$ cat src/rtl/psram_pkg.sv
// Shared types for the PSRAM port mux: FSM states, strobe bundle and byte-lane helpers.
package psram_pkg;

  typedef enum logic [1:0] {
    StIdle,
    StSetup,
    StAccess,
    StRecover
  } state_e;

  // Chip strobes, all active-low.
  typedef struct packed {
    logic ce_n;
    logic oe_n;
    logic we_n;
    logic ub_n;
    logic lb_n;
  } strobe_t;

  // Returns {ub_n, lb_n}: even byte address selects the upper byte.
  function automatic logic [1:0] lane_n(input logic a0);
    return a0 ? 2'b10 : 2'b01;
  endfunction

  function automatic logic [7:0] rd_byte(input logic [15:0] din, input logic a0);
    return a0 ? din[7:0] : din[15:8];
  endfunction

endpackage

$ cat src/rtl/psram_port_mux_if.sv
// Requester-side byte bus of the PSRAM port mux: NCH request channels plus shared read data.
interface psram_port_mux_if #(
  parameter int unsigned NCH = 2,
  parameter int unsigned AW  = 23
) ();
  logic [NCH-1:0]    req;
  logic [NCH-1:0]    we;
  logic [NCH*AW-1:0] addr;
  logic [NCH*8-1:0]  wdat;
  logic [NCH-1:0]    ack;
  logic [7:0]        rdat;

  modport master (output req, we, addr, wdat, input ack, rdat);
  modport slave  (input req, we, addr, wdat, output ack, rdat);
endinterface

$ cat src/rtl/psram_rr_arb.sv
// Round-robin request arbiter; PSRAM_CH0_PRIO_EN gives channel 0 absolute priority.
module psram_rr_arb #(
  parameter int unsigned NCH = 2,
  parameter int unsigned PW  = 1
) (
  input  logic [NCH-1:0] req,
  input  logic [PW-1:0]  rr_ptr,
  output logic [NCH-1:0] gnt,
  output logic [PW-1:0]  idx
);

  logic           prio;
  logic [NCH-1:0] req_rr;

`ifdef PSRAM_CH0_PRIO_EN
  assign prio   = req[0];
  assign req_rr = req & ~NCH'(1);
`else
  assign prio   = 1'b0;
  assign req_rr = req;
`endif

  always_comb begin
    int unsigned c;
    logic        found;
    gnt   = '0;
    idx   = '0;
    found = 1'b0;
    c     = 0;
    if (prio) begin
      gnt[0] = 1'b1;
    end else begin
      for (int unsigned k = 0; k < NCH; k++) begin
        c = 32'(rr_ptr) + k;
        if (c >= NCH) c = c - NCH;
        if (!found && req_rr[c]) begin
          found  = 1'b1;
          gnt[c] = 1'b1;
          idx    = PW'(c);
        end
      end
    end
  end

endmodule

$ cat src/rtl/psram_port_mux.sv
// Multi-channel byte-access controller for one async 16-bit PSRAM.
// Optional PSRAM_CH0_PRIO_EN (in psram_rr_arb) makes channel 0 the priority requester.
module psram_port_mux
  import psram_pkg::*;
#(
  parameter int unsigned NCH   = 2,
  parameter int unsigned AW    = 23,
  parameter int unsigned T_RD  = 4,
  parameter int unsigned T_WR  = 4,
  parameter int unsigned T_REC = 1
) (
  input  logic              clk,
  input  logic              rst_n,
  psram_port_mux_if.slave   bus,
  output logic [AW-2:0]     ram_addr,
  output logic [15:0]       ram_dout,
  output logic              ram_drv,
  input  logic [15:0]       ram_din,
  output logic              ram_ce_n,
  output logic              ram_oe_n,
  output logic              ram_we_n,
  output logic              ram_ub_n,
  output logic              ram_lb_n
);

  localparam int unsigned PW = (NCH > 1) ? $clog2(NCH) : 1;

  state_e          state_q, state_d;
  logic [7:0]      cnt_q, cnt_d;
  logic [PW-1:0]   rr_ptr_q, rr_ptr_d;
  logic [PW-1:0]   gnt_idx_q, gnt_idx_d;
  logic            we_q, we_d;
  logic            a0_q, a0_d;
  logic [AW-2:0]   ram_addr_q, ram_addr_d;
  logic [15:0]     ram_dout_q, ram_dout_d;
  logic            drv_q, drv_d;
  strobe_t         strb_q, strb_d;
  logic [7:0]      rdat_q, rdat_d;
  logic [NCH-1:0]  ack_q, ack_d;

  logic [NCH-1:0]  arb_gnt;
  logic [PW-1:0]   arb_idx;
  logic [AW-1:0]   win_addr;
  logic [7:0]      win_wdat;

  psram_rr_arb #(
    .NCH (NCH),
    .PW  (PW)
  ) u_arb (
    .req    (bus.req),
    .rr_ptr (rr_ptr_q),
    .gnt    (arb_gnt),
    .idx    (arb_idx)
  );

  assign win_addr = bus.addr[arb_idx*AW +: AW];
  assign win_wdat = bus.wdat[arb_idx*8 +: 8];

  always_comb begin
    state_d    = state_q;
    cnt_d      = cnt_q;
    rr_ptr_d   = rr_ptr_q;
    gnt_idx_d  = gnt_idx_q;
    we_d       = we_q;
    a0_d       = a0_q;
    ram_addr_d = ram_addr_q;
    ram_dout_d = ram_dout_q;
    drv_d      = drv_q;
    strb_d     = strb_q;
    rdat_d     = rdat_q;
    ack_d      = '0;
    case (state_q)
      StIdle: begin
        // Winner's fields load straight into the pin registers so SETUP already shows them.
        if (|arb_gnt) begin
          state_d    = StSetup;
          gnt_idx_d  = arb_idx;
          rr_ptr_d   = (32'(arb_idx) == NCH - 1) ? '0 : arb_idx + 1'b1;
          we_d       = bus.we[arb_idx];
          a0_d       = win_addr[0];
          ram_addr_d = win_addr[AW-1:1];
          ram_dout_d = {win_wdat, win_wdat};
          drv_d      = bus.we[arb_idx];
          strb_d.ce_n = 1'b0;
          strb_d.oe_n = 1'b1;
          strb_d.we_n = 1'b1;
          {strb_d.ub_n, strb_d.lb_n} = lane_n(win_addr[0]);
        end
      end
      StSetup: begin
        state_d     = StAccess;
        cnt_d       = we_q ? 8'(T_WR - 1) : 8'(T_RD - 1);
        strb_d.oe_n = we_q;
        strb_d.we_n = ~we_q;
      end
      StAccess: begin
        if (cnt_q == '0) begin
          state_d          = StRecover;
          cnt_d            = 8'(T_REC - 1);
          strb_d           = '1;
          drv_d            = 1'b0;
          ack_d[gnt_idx_q] = 1'b1;
          if (!we_q) rdat_d = rd_byte(ram_din, a0_q);
        end else begin
          cnt_d = cnt_q - 1'b1;
        end
      end
      StRecover: begin
        if (cnt_q == '0) state_d = StIdle;
        else cnt_d = cnt_q - 1'b1;
      end
      default: state_d = StIdle;
    endcase
  end

  always_ff @(posedge clk or negedge rst_n) begin
    if (!rst_n) begin
      state_q    <= StIdle;
      cnt_q      <= '0;
      rr_ptr_q   <= '0;
      gnt_idx_q  <= '0;
      we_q       <= 1'b0;
      a0_q       <= 1'b0;
      ram_addr_q <= '0;
      ram_dout_q <= '0;
      drv_q      <= 1'b0;
      strb_q     <= '1;
      rdat_q     <= '0;
      ack_q      <= '0;
    end else begin
      state_q    <= state_d;
      cnt_q      <= cnt_d;
      rr_ptr_q   <= rr_ptr_d;
      gnt_idx_q  <= gnt_idx_d;
      we_q       <= we_d;
      a0_q       <= a0_d;
      ram_addr_q <= ram_addr_d;
      ram_dout_q <= ram_dout_d;
      drv_q      <= drv_d;
      strb_q     <= strb_d;
      rdat_q     <= rdat_d;
      ack_q      <= ack_d;
    end
  end

  assign bus.ack  = ack_q;
  assign bus.rdat = rdat_q;
  assign ram_addr = ram_addr_q;
  assign ram_dout = ram_dout_q;
  assign ram_drv  = drv_q;
  assign ram_ce_n = strb_q.ce_n;
  assign ram_oe_n = strb_q.oe_n;
  assign ram_we_n = strb_q.we_n;
  assign ram_ub_n = strb_q.ub_n;
  assign ram_lb_n = strb_q.lb_n;

endmodule

$ cat src/flat_wrapper.sv
// flat-port wrapper written by rule: the top's interface ports become plain ports
module psram_port_mux_flat import psram_pkg::*;
#(
  parameter int unsigned NCH   = 2,
  parameter int unsigned AW    = 23,
  parameter int unsigned T_RD  = 4,
  parameter int unsigned T_WR  = 4,
  parameter int unsigned T_REC = 1
)
  (clk, rst_n, ram_addr, ram_dout, ram_drv, ram_din, ram_ce_n, ram_oe_n, ram_we_n, ram_ub_n, ram_lb_n, bus_req, bus_we, bus_addr, bus_wdat, bus_ack, bus_rdat);
  psram_port_mux_if #(.NCH(NCH), .AW(AW)) bus_i ();
  input  logic clk;
  input  logic rst_n;
  output logic [AW-2:0] ram_addr;
  output logic [15:0] ram_dout;
  output logic ram_drv;
  input  logic [15:0] ram_din;
  output logic ram_ce_n;
  output logic ram_oe_n;
  output logic ram_we_n;
  output logic ram_ub_n;
  output logic ram_lb_n;
  input wire logic [$bits(bus_i.req)-1:0] bus_req;
  input wire logic [$bits(bus_i.we)-1:0] bus_we;
  input wire logic [$bits(bus_i.addr)-1:0] bus_addr;
  input wire logic [$bits(bus_i.wdat)-1:0] bus_wdat;
  output wire logic [$bits(bus_i.ack)-1:0] bus_ack;
  output wire logic [$bits(bus_i.rdat)-1:0] bus_rdat;
  assign bus_i.req = bus_req;
  assign bus_i.we = bus_we;
  assign bus_i.addr = bus_addr;
  assign bus_i.wdat = bus_wdat;
  assign bus_ack = bus_i.ack;
  assign bus_rdat = bus_i.rdat;
  psram_port_mux #(.NCH(NCH), .AW(AW), .T_RD(T_RD), .T_WR(T_WR), .T_REC(T_REC)) u_core (.clk(clk), .rst_n(rst_n), .bus(bus_i), .ram_addr(ram_addr), .ram_dout(ram_dout), .ram_drv(ram_drv), .ram_din(ram_din), .ram_ce_n(ram_ce_n), .ram_oe_n(ram_oe_n), .ram_we_n(ram_we_n), .ram_ub_n(ram_ub_n), .ram_lb_n(ram_lb_n));
endmodule
$ cat config.mk
export PLATFORM = sky130hd
export DESIGN_NAME = psram_port_mux_flat
export DESIGN_NICKNAME = d
export VERILOG_FILES = /design/src/rtl/psram_pkg.sv /design/src/rtl/psram_port_mux_if.sv /design/src/rtl/psram_rr_arb.sv /design/src/rtl/psram_port_mux.sv /design/src/flat_wrapper.sv
export SDC_FILE = /design/constraint.sdc
export NUM_CORES = 1
export LEC_CHECK = 0
export BUFFER_PORTS_ARGS = -buffer_cell sky130_fd_sc_hd__buf_2
export CAP_MARGIN = 25
export CELL_PAD_IN_SITES_DETAIL_PLACEMENT = 1
export CELL_PAD_IN_SITES_GLOBAL_PLACEMENT = 1
export CORE_MARGIN = 4
export CORE_UTILIZATION = 36
export CTS_BUF_LIST = sky130_fd_sc_hd__clkbuf_8
export CTS_CLUSTER_DIAMETER = 200
export DETAILED_ROUTE_END_ITERATION = 8
export PLACE_DENSITY = 0.8
export SYNTH_ARGS = -nofsm -noshare
export SYNTH_HDL_FRONTEND = slang
export SYNTH_HIERARCHICAL = 1
export SYNTH_SLANG_ARGS = --single-unit
$ cat constraint.sdc
create_clock -name clk -period 2.7 [get_ports clk]
set_input_delay 0.54 -clock clk [delete_from_list [all_inputs] [get_ports clk]]
set_output_delay 0.54 -clock clk [all_outputs]
set_load 0.005 [all_outputs]
Word-level counts from Yosys, hierarchy flattened
Index checks and enable logic that the tools add are counted.
{"block": "totals", "inputBits": 84, "ff_bits": 68, "output_inout_bits": 54}
{"block": "op_classes", "n_mux": 39, "addsub": 5, "bitwise": 2, "multipliers": 1, "shifts": 2, "n_eq_ne": 7, "n_reduce_logical": 17, "order_cmp": 9}
{"cell": "32-bit by 1-bit >= comparator with 1-bit output (second input constant)", "n": 2}
{"cell": "32-bit by 2-bit less-than comparator with 1-bit output (second input constant)", "n": 2}
{"cell": "32-bit two-way mux", "n": 2}
{"cell": "46-bit by 7-bit variable part select with 23-bit output", "n": 1}
{"cell": "8-bit two-way mux", "n": 3}
{"cell": "8-bit one-hot mux with 3 select lines", "n": 1}
{"cell": "2-bit two-way mux", "n": 8}
{"cell": "16-bit by 5-bit variable part select with 8-bit output", "n": 1}
{"cell": "1-bit two-way mux", "n": 15}
{"cell": "3-bit AND reduction", "n": 4}
{"cell": "5-bit two-way mux", "n": 2}
{"cell": "8-bit logical NOT", "n": 1}
{"cell": "2-bit one-hot mux with 4 select lines", "n": 1}
{"cell": "8-bit by 1-bit subtractor with 8-bit output (second input constant)", "n": 1}
{"cell": "1-bit by 5-bit multiplier with 6-bit output (second input constant)", "n": 1}
{"cell": "2-bit by 1-bit inequality test with 1-bit output (second input constant)", "n": 3}
{"cell": "2-bit one-hot mux with 3 select lines", "n": 1}
{"cell": "3-bit nonzero test", "n": 2}
{"cell": "2-bit equality test (second input constant)", "n": 2}
{"cell": "1-bit logical AND", "n": 4}
{"cell": "1-bit by 2-bit less-than comparator with 1-bit output (second input constant)", "n": 2}
{"cell": "1-bit one-hot mux with 2 select lines", "n": 2}
{"cell": "2-bit one-hot mux with 2 select lines", "n": 1}
{"cell": "2-bit AND reduction", "n": 2}
{"cell": "16 further kinds", "n": 18}

Longest topological paths before layout
Gate-level depths: netlist of run 1.
{"block": "depth", "word_depth": 13, "depth_mapped": 7, "depth_no_buf": 6}

By module
The synthesis of run 1 kept the hierarchy.
{"module": "psram_port_mux", "cells_each": 279, "instances": 1, "area_per_inst_um2": 3024.2, "seq_area_each_um2": 1507.7}
{"module": "psram_rr_arb", "cells_each": 4, "instances": 1, "area_per_inst_um2": 30.0, "seq_area_each_um2": 0.0}

Worst setup path before layout of run 1
No wires, ideal clock.
{"block": "synth_timing", "path_kind": "register to register", "start": "register u_core.cnt_q[0]", "end": "register u_core.rdat_q[0] (netlist: u_core/bus.rdat[0])", "period_less_slack_ns": 1.889, "t_arrival_ns": 1.764, "t_required_ns": 2.575, "setup_slack_ns": 0.811, "path_buffers": 0, "stages_incl_launch_ff": 7, "cell_sequence": "dfrtp_1 > inv_1 > ha_1 > or3b_2 > nor2_8 > nand3b_4 > mux2_4"}
{"block": "synth_via", "elab_chain_len": 2}
{"item": "start, declared", "line_no": "psram_port_mux.sv:29", "text": "logic [7:0] cnt_q, cnt_d;"}
{"item": "start signal, assigned", "line_no": "psram_port_mux.sv:132", "text": "cnt_q <= cnt_d;"}
{"item": "8-bit logical NOT", "line_no": "psram_port_mux.sv:97", "text": "if (cnt_q == '0) begin"}
{"item": "3-bit AND reduction (no line)"}
{"item": "end signal, assigned", "line_no": "psram_port_mux.sv:141", "text": "rdat_q <= rdat_d;"}
{"item": "end, declared", "line_no": "psram_port_mux.sv:38", "text": "logic [7:0] rdat_q, rdat_d;"}
No other way between the ends.
A chain may end at the register's enable or synchronous reset.

Worst setup path after layout of run 1
Same ends and word-level chain as after synthesis.

==> results list, run 1 <==
- Post-CTS Hold Fix Bufs: 0
* Area fraction of the dominant cell type after synthesis: roughly 45%
- Maximum buffer depth of the clock tree: 2
- Once the floorplan was initialized, standard cells occupied between 30% and 40% of the core.
- In the final timing run, aggregate negative setup slack is 0 ns.
- Clock-pin slew was measured on the worst setup and hold paths at 0.08 ns.
- Global routing consumed, over all layers together, between 10% and 20% of the routing resources.
* Crit path to: u_core/bus.rdat[0]$_DFFE_PN0P_
- In this run the static leakage power is 2.10 nW.
* Layout Skew: 0.00734 ns
- The worst path uses 76.9% of the clock period.
- Largest voltage drop on the vdd net: approximately 370 µV
* Worst setup path startpoint: u_core/cnt_q[0]$_DFFE_PN0P_
- Counting flops with a built-in enable in the synthesized netlist gives 0.
- Sequential area share after synthesis: 49.4%
- Of all flip-flops after synthesis, the portion carrying an async set or reset was 100%.
- The worst setup path is of the reg -> reg kind.
- Summed over all instances, the cell type with the most area after synthesis is dfrtp_1.
- Areal power density over the cells: 1120 nW/µm²
* Wire length reported by the detailed router: between 8 and 9 mm
- For this run, the number of Yosys warnings is 6.
- The H-tree was split into 3 levels.
* Height of the die: 100 µm
- The worst register-to-register path ends at u_core/bus.rdat[0]$_DFFE_PN0P_.
* Crit path capture type: flip-flop
* Most common cell after layout, fill and taps aside: buf_2
- For this block, the initial DRC count from the detailed router was 38.
* Type of element launching the critical path: flip-flop
- First-pass GRT wire length: about 13 mm
- In this run the critical register-to-register path is launched from u_core/cnt_q[0]$_DFFE_PN0P_.
- Post-Route Utilization: roughly half
- Number of buffers inserted by post-CTS setup repair: 0
- Detail Route Antenna Nets: 0
* WL/cell: 15.3 µm
- Number of antenna violations at the first check in global routing: 0
- Of all nets on the critical path, the largest fanout is 8.
- Layout net count: 507
- The tree is rooted in a clkbuf_8.
* Layout Area Growth over Synthesis: 33.5%
- Reg2reg setup slack: 0.62 ns
- Required arrival time at the worst endpoint: 2.92 ns
* Die X: 100 µm
* Core area: 8220 µm²
* Clock latency reported for the late side of the worst-skew pair: 0.34 ns
* Hold violation total from the final report: 0
* Max_cap viols: 0
* Pin count of the biggest net entering global routing: 29
* Total of cells resized after clock tree synthesis: 0
- Class of the worst hold path: in -> async
* Number of distinct library cell variants in the gate-level netlist after synthesis: 45
- Number of buffers added by the clock tree synthesis step: 9
* Fillers: between 900 and 1000
* Number of max-slew violations in the final report: 0
* DRC violation count after routing: 0
- The run finished with clean final reports.
- Counting every instance in the synthesized netlist gives 283.
* Total congestion overflow: 0
* Vias per cell: a little under 5
- Crit path DAT: 2.30 ns
- For this block, the via count after detailed routing is 2570.
- The completed layout was analyzed and its total power is 4.58 mW.
* Fmax: 481 MHz
- TritonCTS built the clock tree.
- Area enclosed by the die boundary: 10000 µm²
- 0 antenna diodes ended up in the layout.
* Total of endpoints with negative setup slack in the final report: 0
- RePlAce Congestion: 0.811
- Number of sinks on the clock net: 60
- Pin slew with the least headroom to its limit: 0.569 ns
- Setup repair after global routing left no endpoint under its margin.
- DP HPWL: ~6.4 mm
- Final critical path time including I/O delays and setup: 2.08 ns
- Largest cells by area after synthesis: dfrtp_1 (45%), mux2i_1 (11%), o21ai_0 (5.9%), nand2_1 (4.8%), dfstp_2 (4.3%)
* Via count of the first global-routing pass: roughly 2800
- Flip-flop and latch count after synthesis: 60
- In this run the mean area of a mapped cell was 10.8 µm².
- Number of cells traversed by the worst register-to-register path: 6
* Worst slew margin relative to its limit: between 60 and 70%
* Drt pass-1 iters: 4
* Top Ports: 138
- Std cell rows: 33
- Cell area after technology mapping: 3050 µm²
* Post-Syn Nets: 373
- Most frequent cells in the layout: buf_2 (137), dfrtp_1 (55), nand2_1 (39)
- IO Port Bufs: 137
- Most frequently used flop master after synthesis: dfrtp_1
- In the final layout, the share of cells above drive strength 1 is 45.7%.
## layer usage
metal,vias up,routed length [µm],track usage [%]
met5,-,0,0
met4,0,107,5.70
met3,10,693,5.84
met2,106,3870,27.1
met1,1198,3380,20.4
li1,1256,-,-
## through the flow
| step | setup WS (ns) | hold WS, ns | instances | cell area, µm² |
|---|---|---|---|---|
| 2_1_floorplan | 0.811 | 0.244 | 283 | 3050 |
| 3_3_place_gp | 0.705 | 0.456 | 511 | 3850 |
| 3_5_place_dp | 0.646 | 0.471 | 511 | 3850 |
| 4_1_cts | 0.628 | 0.203 | 527 | 4080 |
| 5_1_grt | 0.535 | 0.229 | 527 | 4080 |
| 6_report | 0.623 | 0.192 | 527 | 4080 |
## logic make-up after synthesis
group	share of synthesized area, %
flops	49.4
buf+inv	5.00
compound gates	14.1
simple gates	10.3
fa+ha+maj	2.46
mux	18.8
## worst max-delay path, cell delays in order, from the launching register on
cell      delay [ns]
dfrtp_1         0.39
inv_1           0.09
ha_1            0.20
or3b_2          0.55
nor2_8          0.18
nand3b_4        0.20
mux2_4          0.34
## synth_stat cells (all sizes together) (3+ instances only)
cell    instances
clkbuf         10
inv            10
nand2          39
a21oi          11
dfrtp          55
mux2           18
o21a            4
o21ai          39
nor2            6
a21boi          3
mux2i          34
nor4            3
dfstp           5
buf            12
ha              6
## final cells by class
| class | instances | area (µm²) | share of cell area [%] |
|---|---|---|---|
| multi-input cells | 191 | 1420 | 34.7 |
| clock inverters | 6 | 87.6 | 2.15 |
| flip-flops and latches | 60 | 1510 | 37.0 |
| well taps | 105 | 131 | 3.22 |
| clock buffers | 10 | 138 | 3.38 |
| repair buffers | 145 | 758 | 18.6 |
| inverters | 10 | 37.5 | 0.921 |
## report_power, final
| part | switching [mW] | internal (mW) | leakage (nW) |
|---|---|---|---|
| clock | 0.370 | 0.543 | 0.105 |
| combinational | 1.06 | 0.966 | 1.26 |
| sequential | 0.304 | 1.34 | 0.733 |
| total | 1.73 | 2.85 | 2.10 |
## state kept, by name, indices dropped and copies added (netlist names)
name	cells
u_core/bus.ack	2
u_core/cnt_q	8
u_core/rr_ptr_q	1
u_core/ram_ub_n	1
u_core/we_q	1
u_core/a0_q	1
u_core/ram_drv	1
u_core/ram_addr	22
u_core/ram_we_n	1
u_core/ram_lb_n	1
u_core/state_q	2
u_core/ram_dout	8
u_core/gnt_idx_q	1
u_core/ram_oe_n	1
u_core/bus.rdat	8
u_core/ram_ce_n	1
## worst min-delay path by stage
stage,to,cells after the start
3_3_place_gp,u_core/ram_addr[18]$_DFFE_PN0P_,2
2_1_floorplan,u_core/a0_q$_DFFE_PN0P_,0
4_1_cts,u_core/ram_addr[3]$_DFFE_PN0P_,1
5_1_grt,u_core/ram_addr[3]$_DFFE_PN0P_,1
6_report,u_core/ram_addr[3]$_DFFE_PN0P_,1
3_5_place_dp,u_core/ram_addr[12]$_DFFE_PN0P_,2
No activity file was read; power rests on OpenSTA's default activity.
==> run 2, diff against run 1 <==
--- a/config.mk
+++ b/config.mk
@@ -10,11 +10,11 @@
 export CELL_PAD_IN_SITES_DETAIL_PLACEMENT = 1
 export CELL_PAD_IN_SITES_GLOBAL_PLACEMENT = 1
 export CORE_MARGIN = 4
-export CORE_UTILIZATION = 36
+export CORE_UTILIZATION = 33
 export CTS_BUF_LIST = sky130_fd_sc_hd__clkbuf_8
 export CTS_CLUSTER_DIAMETER = 200
 export DETAILED_ROUTE_END_ITERATION = 8
-export PLACE_DENSITY = 0.8
+export PLACE_DENSITY = 0.77
 export SYNTH_ARGS = -nofsm -noshare
 export SYNTH_HDL_FRONTEND = slang
 export SYNTH_HIERARCHICAL = 1
==> constraint.sdc (replaced) <==
create_clock -name clk -period 1.7 [get_ports clk]
set_input_delay 0.34 -clock clk [delete_from_list [all_inputs] [get_ports clk]]
set_output_delay 0.34 -clock clk [all_outputs]
set_load 0.005 [all_outputs]
==> run 2 against run 1 <==
  * The flow now finishes with violations (negative setup slack)
  * Routed wire length is 20% higher
  * Non-clock buffer count is 35 higher
  * Sequential cell count unchanged
  * Design area is 11% higher
  * Core utilization rose by 1.4 points
  * First-iteration DRC count increased by 47%
  * Count of clock-buffer cells in the layout grew 1
  * Worst setup slack got worse by 0.77 ns
  * Final cell count grew 7.2%
  * Highest routed layer unchanged
==> results list, run 2 (synthesis results as in run 1) <==
- The pin count of the biggest net entering global routing is 53 (+83%).
- Pin slew with the least headroom to its limit: 0.472 ns (-0.0972 ns)
* Effective utilization at floorplan: 34.5% (-2.7 points)
- Slowest-stage cell, CP: or4_4
- The number of flip-flops under the largest register name was 22 (unchanged).
* Final critical path time including I/O delays and setup: 1.85 ns (-0.231 ns)
- The register-to-register setup slack was -0.15 ns (-0.77 ns).
- Ratio of cells with drive above 1 in the final layout: 54.0% (+8.3 points)
* Core area: 8850 µm² (+7.7%)
- STA classifies the critical path startpoint as a flip-flop.
- Leaving out fill and tap cells, the most frequent cell in the layout is buf_2.
* Number of cells traversed by the worst register-to-register path: 4 (-2)
* Height of the die: 104 µm (+4.1%)
* DP HPWL: 7.44 mm (+16%)
- The net switching power is 3.18 mW (+83%).
- Die X: 104 µm (+4.1%)
- The clock tree skew after final layout was 0.00640 ns (-0.000949 ns).
* Number of sinks on the clock net: 60 (unchanged)
- Tcrit/Tclk final: 109% (+32 points)
- The total iterations of the first detailed-routing run is 4 (unchanged).
- Int Pwr: 5.15 mW (+81%)
- Leak Pwr: 2.33 nW (+11%)
* Number of antenna violations at the first check in global routing: 0 (unchanged)
- In this run the most critical hold path is launched from bus_addr[5].
* Post-Place Setup Slack: -0.341 ns (-0.987 ns)
- TritonCTS built the clock tree.
- Worst slew margin relative to its limit: 68.6% (+6.7 points)
- Tot GR Track Use: 17.5% (+0.94 points)
- The tightest min-delay check is of the in -> reg type.
- The clock latency of the later-clocked register in the worst-skew pair is 0.33 ns (about the same).
* Number of max-slew violations in the final report: 0 (unchanged)
* Failing checks: negative setup slack
- Most frequent cells in the layout: buf_2 (137), dfrtp_1 (54), nand2_1 (38)
* Top Ports: 138 (unchanged)
- Largest voltage drop on the vdd net: 536 µV (+44%)
- Initial drt markers: 56 (+47%)
- The count of buffers from port buffering was 137 (unchanged).
- Critical R2R Launch: u_core/cnt_q[5]$_DFFE_PN0P_
- The worst setup path is captured at a flip-flop.
- Terminating pin of the worst hold path: u_core/ram_addr[4]$_DFFE_PN0P_
- Sum of negative setup slack: -1.61 ns (-1.61 ns)
- Crit path DAT: 2.06 ns (-0.24 ns)
* CP Class: reg -> reg
- WL/cell: 17.1 µm (+12%)
- Worst stage delay on the critical path: 0.60 ns (+0.05 ns)
- The final net count was 542 (+6.9%).
- The routed via count came to 2772 (+7.9%).
- First-pass GRT wire length: 15.4 mm (+17%)
- The data required time of the critical path came to 1.91 ns (-1.01 ns).
- The total placed cells including tap cells came to 541 (+5.9%).
- Total congestion overflow: 0 (unchanged)
* Clock root buffer: clkbuf_8
- Area enclosed by the die boundary: 10900 µm² (+8.4%)
* Endpoint of the worst register-to-register path: u_core/bus.rdat[1]$_DFFE_PN0P_
* Clock network fraction of design power: 15.9% (-4.0 points)
- The final estimated routing congestion in global placement is 0.908 (+12%).
- Unrepaired setup endpoints after global routing: yes
* Hold violation total from the final report: 0 (unchanged)
* Status: finished, violations left
* Logic pwr share: 52.4% (+8.2 points)
* Number of antenna diodes: 0 (unchanged)
* Via count of the first global-routing pass: 3121 (+13%)
- Clock slew at the register clock pins of the worst setup and hold paths: 0.07 ns (about the same)
- The count of endpoints failing setup in the final report came to 16 (+16).
* H-tree levels: 3 (unchanged)
- The number of placement rows is 34 (+3.0%).
- Number of cells on the worst hold path: 3
- Areal power density over the cells: 1840 nW/µm² (+64%)
- Non-filler cells, final: 565 (+7.2%)
- Fmax: 542 MHz (+13%)
* Wire length reported by the detailed router: 9.64 mm (+20%)
- The mean number of vias per cell was 4.91 (+0.61%).
- The max capacitance violation total is 0 (unchanged).
- The maximum fanout along the worst path came to 8 (unchanged).
- Maximum buffer depth of the clock tree: 2 (unchanged)
- Layout Area Growth over Synthesis: 47.9%
- The switching share of total power was 38.1% (+0.30 points).
- Setup slack of the critical path after layout: -0.146 ns (-0.769 ns)
* Sequential share of power: 31.8% (-4.1 points)
- The critical path goes through or4_4, nor2_8, nand3b_4, mux2_4.
* Detail Route Antenna Nets: 0 (unchanged)
* DRC violation count after routing: 0 (unchanged)
- The sum of internal, switching and leakage power is 8.33 mW (+82%).
- Number of buffers added by the clock tree synthesis step: 9 (unchanged)
==> run 2: how the worst max path moves through the flow <==
stage | from | endpoint | slack (ns) | cells after the start
floorplan | u_core/cnt_q[0]$_DFFE_PN0P_ | u_core/bus.rdat[0]$_DFFE_PN0P_ | -0.06 | 6
global placement | u_core/cnt_q[0]$_DFFE_PN0P_ | u_core/bus.rdat[0]$_DFFE_PN0P_ | -0.10 | 6
detailed placement | u_core/cnt_q[4]$_DFFE_PN0P_ | u_core/state_q[0]$_DFFE_PN0P_ | -0.34 | 4
CTS | u_core/cnt_q[0]$_DFFE_PN0P_ | u_core/bus.rdat[1]$_DFFE_PN0P_ | -0.13 | 6
global route | u_core/cnt_q[5]$_DFFE_PN0P_ | u_core/bus.rdat[0]$_DFFE_PN0P_ | -0.19 | 4
finish | u_core/cnt_q[5]$_DFFE_PN0P_ | u_core/bus.rdat[1]$_DFFE_PN0P_ | -0.15 | 4
==> run 2: power by group through the flow <==
stage	Sequential (mW)	Combinational (mW)	Clock, mW
floorplan	2.58	2.09	0
global placement	2.59	3.63	0
detailed placement	2.64	3.85	0
CTS	2.66	4.16	1.35
global route	2.76	4.79	1.43
finish	2.65	4.36	1.32
==> run 2: per-layer routing <==
layer | up-vias | share of wire (%) | global-route usage (%)
met5 | - | 0 | 0
met1 | 1327 | 38 | 19.6
met3 | 13 | 7.9 | 5.21
li1 | 1325 | - | -
met2 | 107 | 52 | 31.4
met4 | 0 | 1.7 | 6.27
==> run 2: cell type report <==
cell class	count	area [µm²]
Sequential cell	60	1510
Fill cell	1005	4330
Multi-Input combinational cell	191	1530
Clock inverter	5	50.0
Tap cell	108	135
Clock buffer	11	151
Inverter	10	37.5
Timing Repair Buffer	180	1100
==> run 2: timing repair <==
action / 4_1_cts / 5_1_grt
setup endpoints to repair: 18 / 33
buffers inserted: 4 / 3
hold endpoints to repair: 15 / 0
pin swaps: 4 / 6
gates resized for setup: 18 / 14
hold buffers: 1 / 0
==> run 2: metrics by stage <==
step	utilization, %	hold slack, ns	cell area (µm²)
4_1_cts	50.2	0.289	4440
2_1_floorplan	-	0.0444	3060
3_3_place_gp	46.6	0.324	4130
5_1_grt	51.1	0.308	4520
6_report	51.1	0.300	4520
3_5_place_dp	46.6	0.326	4130
==> run 2: worst max-delay path, delay by kind of cell, from the launching register on <==
kind	cells	cell delay [ns]
simple gates	3	0.95
flops	1	0.43
mux	1	0.34
